[src/rtl/shared_reg_arbiter_if.sv]
// Bus between the requester logic and the shared-register arbiter.
// The master side raises requests with data; the slave side grants and holds the register.
interface shared_reg_arbiter_if #(
    parameter int N_REQ = 4,
    parameter int WIDTH = 8
);
    localparam int IDX_W = (N_REQ > 1) ? $clog2(N_REQ) : 1;

    logic [N_REQ-1:0]       req;
    logic [N_REQ*WIDTH-1:0] dIn;
    logic [N_REQ-1:0]       gnt;
    logic                   busy;
    logic [WIDTH-1:0]       q;
    logic                   qValid;
    logic [IDX_W-1:0]       owner;

    modport master (
        output req, dIn,
        input  gnt, busy, q, qValid, owner
    );

    modport slave (
        input  req, dIn,
        output gnt, busy, q, qValid, owner
    );
endinterface

[src/rtl/shared_reg_arbiter.sv]
// Round-robin arbiter that owns one shared register and loads the granted
// requester's data on every granted cycle, for at most MAX_HOLD cycles per grant.
module shared_reg_arbiter #(
    parameter int N_REQ    = 4,
    parameter int WIDTH    = 8,
    parameter int MAX_HOLD = 4
) (
    input  logic                 clk_i,
    input  logic                 rst_ni,
    shared_reg_arbiter_if.slave  bus
);
    localparam int IDX_W  = (N_REQ > 1) ? $clog2(N_REQ) : 1;
    localparam int HOLD_W = $clog2(MAX_HOLD + 1);

    typedef enum logic {
        IDLE,
        GRANT
    } state_t;

    state_t             state_q;
    logic [N_REQ-1:0]   gnt_q;
    logic               busy_q;
    logic [WIDTH-1:0]   q_q;
    logic               qValid_q;
    logic [IDX_W-1:0]   owner_q;
    logic [IDX_W-1:0]   ptr_q;
    logic [IDX_W-1:0]   grantIdx_q;
    logic [HOLD_W-1:0]  holdCnt_q;

    logic [IDX_W-1:0]   winner_d;
    logic               found_d;
    logic [IDX_W-1:0]   scanIdx;
    logic [IDX_W-1:0]   ptr_d;

    // First set request bit scanning upward from the priority pointer, wrapping.
    always_comb begin
        winner_d = '0;
        found_d  = 1'b0;
        scanIdx  = '0;
        for (int k = 0; k < N_REQ; k++) begin
            scanIdx = IDX_W'((int'(ptr_q) + k) % N_REQ);
            if (!found_d && bus.req[scanIdx]) begin
                winner_d = scanIdx;
                found_d  = 1'b1;
            end
        end
    end

    always_comb begin
        ptr_d = IDX_W'((int'(grantIdx_q) + 1) % N_REQ);
    end

    always_ff @(posedge clk_i or negedge rst_ni) begin
        if (!rst_ni) begin
            state_q    <= IDLE;
            gnt_q      <= '0;
            busy_q     <= 1'b0;
            q_q        <= '0;
            qValid_q   <= 1'b0;
            owner_q    <= '0;
            ptr_q      <= '0;
            grantIdx_q <= '0;
            holdCnt_q  <= '0;
        end else begin
            case (state_q)
                IDLE: begin
                    if (found_d) begin
                        state_q    <= GRANT;
                        gnt_q      <= N_REQ'(1) << winner_d;
                        busy_q     <= 1'b1;
                        grantIdx_q <= winner_d;
                        holdCnt_q  <= HOLD_W'(1);
                    end
                end
                GRANT: begin
                    // A dropped request releases without loading; otherwise load,
                    // and release once the burst has used its full allowance.
                    if (bus.req[grantIdx_q]) begin
                        q_q      <= bus.dIn[grantIdx_q*WIDTH +: WIDTH];
                        owner_q  <= grantIdx_q;
                        qValid_q <= 1'b1;
                        if (holdCnt_q < HOLD_W'(MAX_HOLD)) begin
                            holdCnt_q <= holdCnt_q + HOLD_W'(1);
                        end else begin
                            state_q   <= IDLE;
                            gnt_q     <= '0;
                            busy_q    <= 1'b0;
                            ptr_q     <= ptr_d;
                            holdCnt_q <= '0;
                        end
                    end else begin
                        state_q   <= IDLE;
                        gnt_q     <= '0;
                        busy_q    <= 1'b0;
                        ptr_q     <= ptr_d;
                        holdCnt_q <= '0;
                    end
                end
                default: begin
                    state_q <= IDLE;
                    gnt_q   <= '0;
                    busy_q  <= 1'b0;
                end
            endcase
        end
    end

    assign bus.gnt    = gnt_q;
    assign bus.busy   = busy_q;
    assign bus.q      = q_q;
    assign bus.qValid = qValid_q;
    assign bus.owner  = owner_q;
endmodule

[src/flat_wrapper.sv]
// flat-port wrapper written by rule: the top's interface ports become plain ports
module shared_reg_arbiter_flat 
#(
    parameter int N_REQ    = 4,
    parameter int WIDTH    = 8,
    parameter int MAX_HOLD = 4
)
  (clk_i, rst_ni, bus_req, bus_dIn, bus_gnt, bus_busy, bus_q, bus_qValid, bus_owner);
  shared_reg_arbiter_if #(.N_REQ(N_REQ), .WIDTH(WIDTH)) bus_i ();
  input  logic clk_i;
  input  logic rst_ni;
  input wire logic [$bits(bus_i.req)-1:0] bus_req;
  input wire logic [$bits(bus_i.dIn)-1:0] bus_dIn;
  output wire logic [$bits(bus_i.gnt)-1:0] bus_gnt;
  output wire logic [$bits(bus_i.busy)-1:0] bus_busy;
  output wire logic [$bits(bus_i.q)-1:0] bus_q;
  output wire logic [$bits(bus_i.qValid)-1:0] bus_qValid;
  output wire logic [$bits(bus_i.owner)-1:0] bus_owner;
  assign bus_i.req = bus_req;
  assign bus_i.dIn = bus_dIn;
  assign bus_gnt = bus_i.gnt;
  assign bus_busy = bus_i.busy;
  assign bus_q = bus_i.q;
  assign bus_qValid = bus_i.qValid;
  assign bus_owner = bus_i.owner;
  shared_reg_arbiter #(.N_REQ(N_REQ), .WIDTH(WIDTH), .MAX_HOLD(MAX_HOLD)) u_core (.clk_i(clk_i), .rst_ni(rst_ni), .bus(bus_i));
endmodule
[config.mk]
export PLATFORM = sky130hd
export DESIGN_NAME = shared_reg_arbiter_flat
export DESIGN_NICKNAME = d
export VERILOG_FILES = /design/src/rtl/shared_reg_arbiter_if.sv /design/src/rtl/shared_reg_arbiter.sv /design/src/flat_wrapper.sv
export SDC_FILE = /design/constraint.sdc
export NUM_CORES = 1
export LEC_CHECK = 0
export BUFFER_PORTS_ARGS = -buffer_cell sky130_fd_sc_hd__buf_4
export CAP_MARGIN = 15
export CORE_ASPECT_RATIO = 1.5
export CORE_MARGIN = 5
export CORE_UTILIZATION = 38
export CTS_BUF_LIST = sky130_fd_sc_hd__clkbuf_8 sky130_fd_sc_hd__clkbuf_16
export CTS_CLUSTER_SIZE = 24
export DETAILED_ROUTE_END_ITERATION = 16
export MAX_ROUTING_LAYER = met4
export PLACE_DENSITY = 0.66
export SLEW_MARGIN = 20
export SYNTH_ARGS = -nofsm -noshare
export SYNTH_HDL_FRONTEND = slang
export SYNTH_SLANG_ARGS = --single-unit
[constraint.sdc]
create_clock -name clk_i -period 2.35 [get_ports clk_i]
set_input_delay 0.235 -clock clk_i [delete_from_list [all_inputs] [get_ports clk_i]]
set_output_delay 0.235 -clock clk_i [all_outputs]
set_load 0.01 [all_outputs]
# Yosys cells after proc, flatten, opt, wreduce, memory -nomap -nowiden

Cells that the tools add are included.

Bits in registers: 24
Input port bits: 38
Output and inout bits: 16
Logic and storage cells: 72

Add/subtract/negate cells: 5
Order comparisons: 6
Equality and inequality tests: 3
Shift operators: 2
Mux-type cells: 36
Bitwise logic cells: 1
Reductions and logical operators: 10

Operators by type and width:

| cell                                                                         | number |
|---|---|
| 32-bit by 6-bit variable part select with 8-bit output                       | 1 |
| 2-bit by 3-bit less-than comparator with 1-bit output, second input constant | 5 |
| 1-bit two-way mux                                                            | 15 |
| 2-bit two-way mux                                                            | 6 |
| 4-bit two-way mux                                                            | 3 |
| 1-bit binary-select mux with 2-bit select                                    | 5 |
| 3-bit two-way mux                                                            | 3 |
| 4-bit case mux with 2 select lines                                           | 1 |
| 2-bit AND reduction                                                          | 4 |
| 3-bit case mux with 2 select lines                                           | 1 |
| 2-bit by 1-bit adder with 2-bit output, second input constant                | 2 |
| 2-bit adder, second input constant                                           | 2 |
| 1-bit case mux with 2 select lines                                           | 2 |
| 1-bit by 2-bit left shift with 4-bit output, first input constant            | 1 |
| 3-bit by 1-bit adder with 3-bit output, second input constant                | 1 |
| 1-bit logical AND                                                            | 3 |
| 1-bit zero test                                                              | 3 |
| 3-bit less-than comparator, second input constant                            | 1 |
| 3-bit != test, second input constant                                         | 1 |
| 2-bit by 1-bit != test with 1-bit output, second input constant              | 1 |
| 2-bit != test, second input constant                                         | 1 |
| 1-bit NOT                                                                    | 1 |

# Depth between registers and ports, before layout

Word-level depth: 15
Mapped depth: 5
Gate-level depth less buffers: 4

# Least setup slack after synthesis

Ideal clock, no wire load.

Path type: reg2reg
From: reg u_core.grantIdx_q[0]
To: reg u_core.owner_q[0], in the netlist u_core.bus.owner[0]
Library setup time: 0.125 ns
Arrival: 1.561 ns
Required time: 2.225 ns
Slack: 0.664 ns
Stages on the path, launching flop included: 5
Path buffers: 1
Clock period less this slack: 1.686 ns
Cells stage by stage: dfrtp_1 -> mux4_2 -> nand2_1 -> buf_6 -> mux2_4

Word-level cells in the longest chain between the ends: 3

Ends and longest elaborated chain:

| element                                   | RTL line                 | source |
|---|---|---|
| from (decl)                               | shared_reg_arbiter.sv:27 | `logic [IDX_W-1:0] grantIdx_q;` |
| from (signal assigned)                    | shared_reg_arbiter.sv:71 | `grantIdx_q <= winner_d;` |
| 1-bit binary-select mux with 2-bit select | shared_reg_arbiter.sv:78 | `if (bus.req[grantIdx_q]) begin` |
| 1-bit two-way mux (implied by the code)   | shared_reg_arbiter.sv:78 |  |
| 2-bit AND reduction (no line)             | --                       |  |
| to (signal assigned)                      | shared_reg_arbiter.sv:80 | `owner_q <= grantIdx_q;` |
| to (decl)                                 | shared_reg_arbiter.sv:25 | `logic [IDX_W-1:0] owner_q;` |

Several ways; a longest one is shown, not always the timed one. The select of a mux whose other input is x is not followed.
A chain may end at the register's enable or synchronous reset.

# Worst setup path in the final report

From: reg u_core.grantIdx_q[1]
To: reg u_core.q_q[0], in the netlist u_core.bus.q[0]

Word-level cells in the longest chain between the ends: 3
Elaborated cells on any way between the ends: 4
Classes of those cells: 1 x shift; 2 x mux; 1 x reduce/logical

Ends and longest elaborated chain:

| element                                                                                        | RTL line                 | source |
|---|---|---|
| branches (longest 3 deep; another with 32-bit by 6-bit variable part select with 8-bit output) | --                       |  |
| to (signal assigned)                                                                           | shared_reg_arbiter.sv:79 | `q_q <= bus.dIn[grantIdx_q*WIDTH +: WIDTH];` |
| to (decl)                                                                                      | shared_reg_arbiter.sv:23 | `logic [WIDTH-1:0] q_q;` |

Parallel ways; which one is timed is not known. The select of a mux whose other input is x is not followed.

==> results.txt <==
Mapped Area - 1279 µm²
Post-Synth Adder-Cell Area - 0.9785%
PD cells - 1239 nW/µm²
Fmax - 0.5331 GHz
Buffer and inverter count on the worst path - 1
Die area - 4649 µm²
Pins Over Slew Limit - 0
Crit share post-route - 79.82%
Crit-path cells - mux4_2, nand2_1, buf_4, mux2_2
Initial antenna violation count - 0
Place WS - 0.4773 ns
Area share of the largest cell type after synthesis - 46.97%
Post-synth EDFFs - 0
CTS Root Cell - clkbuf_8
Pleak - 0.8452 nW
Max incr delay on CP - 0.65 ns
Synth area leader - dfrtp_1
Total track usage - 15.07%
Stages on worst setup path - 4
Mux share of post-synthesis cell area - 29.26%
Status - finished, final reports clean
Gr ovfl total - 0
Row count - 25
Endpoints failing setup - 0
CP arrival - 2.03 ns
Maxcap violations - 0
Top FF cell, synth - dfrtp_1
Area of the multi-input gates - 635.6 µm²
DR pass1 iterations - 4
# resized after CTS - 0
Net count after synthesis - 134
Crit path max-delay family - multiplexers
Setup TNS - 0 ns
Post-route antenna net violation count - 0
Commonest cells post-synth - dfrtp_1 (24), mux2_4 (9), mux4_2 (8), nor2_1 (6)
Crit. End Element - register
Final HPWL DP - 2.575 mm
Worst slew pin tran - 0.4928 ns
DR vias - 975
Mean Syn Cell Area - 13.46 µm²
Reg area - 600.6 µm²
Worst Setup SP - u_core.grantIdx_q[1]
Xor/xnor cell area share of the yosys netlist - 0.6849%
Final Hold Vio Count - 0
# fillers - 305
Worst Reg-to-Reg Cells - 4
N_diodes - 0
Synth Area in Compound Gates - 10.47%
Kind of critical path - register to register
WP data required - 2.51 ns
Clock sink count - 24
H-tree Lvls - 1
Layout cells sized above 1 - 53.33%
Core ar. - 3191 µm²
Area growth syn-to-layout - 38.36%
IO Pins - 54
Initial DRC count - 18
WL final - 3.164 mm
Sequential area share after synthesis - 46.97%
First-pass GRT wire length - 5.175 mm
Mapped Cells - 95
Post-CTS Repair Setup Buffers - 0
RSZ-0062 raised after global routing - false
Synth area leaders - dfrtp_1 (47%), mux4_2 (14%), mux2_4 (11%)
Setup Skew - 0.003119 ns
Most common cell in the netlist - dfrtp_1
Crit path max fanout - 12
Hold WS - 0.3935 ns
Die width - 57.37 µm
Post-layout min period - 1.876 ns
Vias in the first global route - 1042
Seq cells post-synth - 24
Height of the die - 81.05 µm
Syn. warnings - 0
Synth Area in Simple Gates - 8.317%
DRC Markers - 0
Routed len/inst - 16.65 µm
Synth unique cells - 28
Max Root-Sink Buffers - 2
Reg-to-Reg Start - u_core.grantIdx_q[1]
Via density - 5.132
Gpl congestion - 0.7651
Fin nets - 191
Num CTS Buffers - 3
Reg clk slew, reported paths - 0.08 ns
Effective utilization at floorplan - 40.08%
Relative slew slack - 67.14%
Largest family of logic cells by synthesized area - multiplexers
Largest net degree at the start of global routing - 25
Power Total - 2.192 mW
Hold WC Path Type - primary input to async pin
VDD IR max - 0.0007894 V
Fin worst setup slack - 0.4742 ns
Latest clock arrival within the worst-skew pair - 0.26 ns
Post-synth ARST share - 100.0%
CTS tree - built
I/O Buffers - 53
Worst setup SP type - register
CP max-delay cell - dfrtp_1
[per-stage QoR]
stage                     instance area [µm²]  instances  util, %
after floorplan                          1279         95        -
after global placement                   1718        186    53.84
after detailed placement                 1718        186    53.84
after CTS                                1769        190    55.45
after global routing                     1769        190    55.45
final                                    1769        190    55.45
[placed cells by master (no fill, tap or decap), drive strengths merged, types with 2 or more instances in the layout]
cell type,count
a21o,2
a21oi,4
a32o,3
and2,2
buf,55
clkbuf,3
dfrtp,24
inv,5
mux2,11
mux4,9
nand2,5
nand2b,2
nand3,3
nor2,6
o21ai,5
o32ai,2
[power by group]
part | leakage (nW) | internal, mW | switching [mW] | total [mW]
combinational | 0.536 | 0.705 | 0.480 | 1.19
sequential | 0.287 | 0.606 | 0.162 | 0.768
clock | 0.0216 | 0.115 | 0.124 | 0.238
total | 0.845 | 1.43 | 0.766 | 2.19
[registers in the layout, summed over array words and instances, names as in the netlist]
name	flops
u_core.holdCnt_q	3
u_core.state_q	1
u_core.bus.q	8
u_core.bus.qValid	1
u_core.bus.busy	1
u_core.grantIdx_q	2
u_core.ptr_q	2
u_core.bus.gnt	4
u_core.bus.owner	2
[kinds of logic after synthesis]
group / count (synthesis)
adders and majority gates: 1
and+or+nand+nor: 22
buffers and inverters: 9
xor gates and xnor gates: 1
AOI/OAI and AO/OA: 17
muxes: 21
DFF: 24
[layout make-up]
type                       instances  share of cell area [%]
clock buffer                       3                   2.334
inverter                           5                   1.061
multi-input combinational         62                   35.93
sequential                        24                   33.95
tap                               40                   2.829
timing repair buffer              56                   23.90
[routing by layer]
metal  global-route usage (%)  routed length [µm]  vias to the layer above
met2                    24.89                1693                       23
li1                         -                   -                      472
met4                    5.568                  45                        0
met3                    3.339                 137                        4
met1                    17.90                1287                      476
met5                        -                   0                        -
[final timing paths]
kind / to / slack [ns]
setup / recovery: u_core.bus.q[0] / 0.47
hold / removal: u_core.ptr_q[0] / 0.39
setup reg to reg: u_core.bus.q[0] / 0.47
hold reg to reg: u_core.bus.qValid / 0.48
max in group asynchronous: u_core.bus.q[2] / 1.72
min in group clk_i: u_core.bus.q[4] / 0.41
[what timing repair did]
action	CTS	global route
setup endpoints to repair	0	0
hold buffers	1	0
hold endpoints to repair	24	0
(Power assumes the default switching activity.)
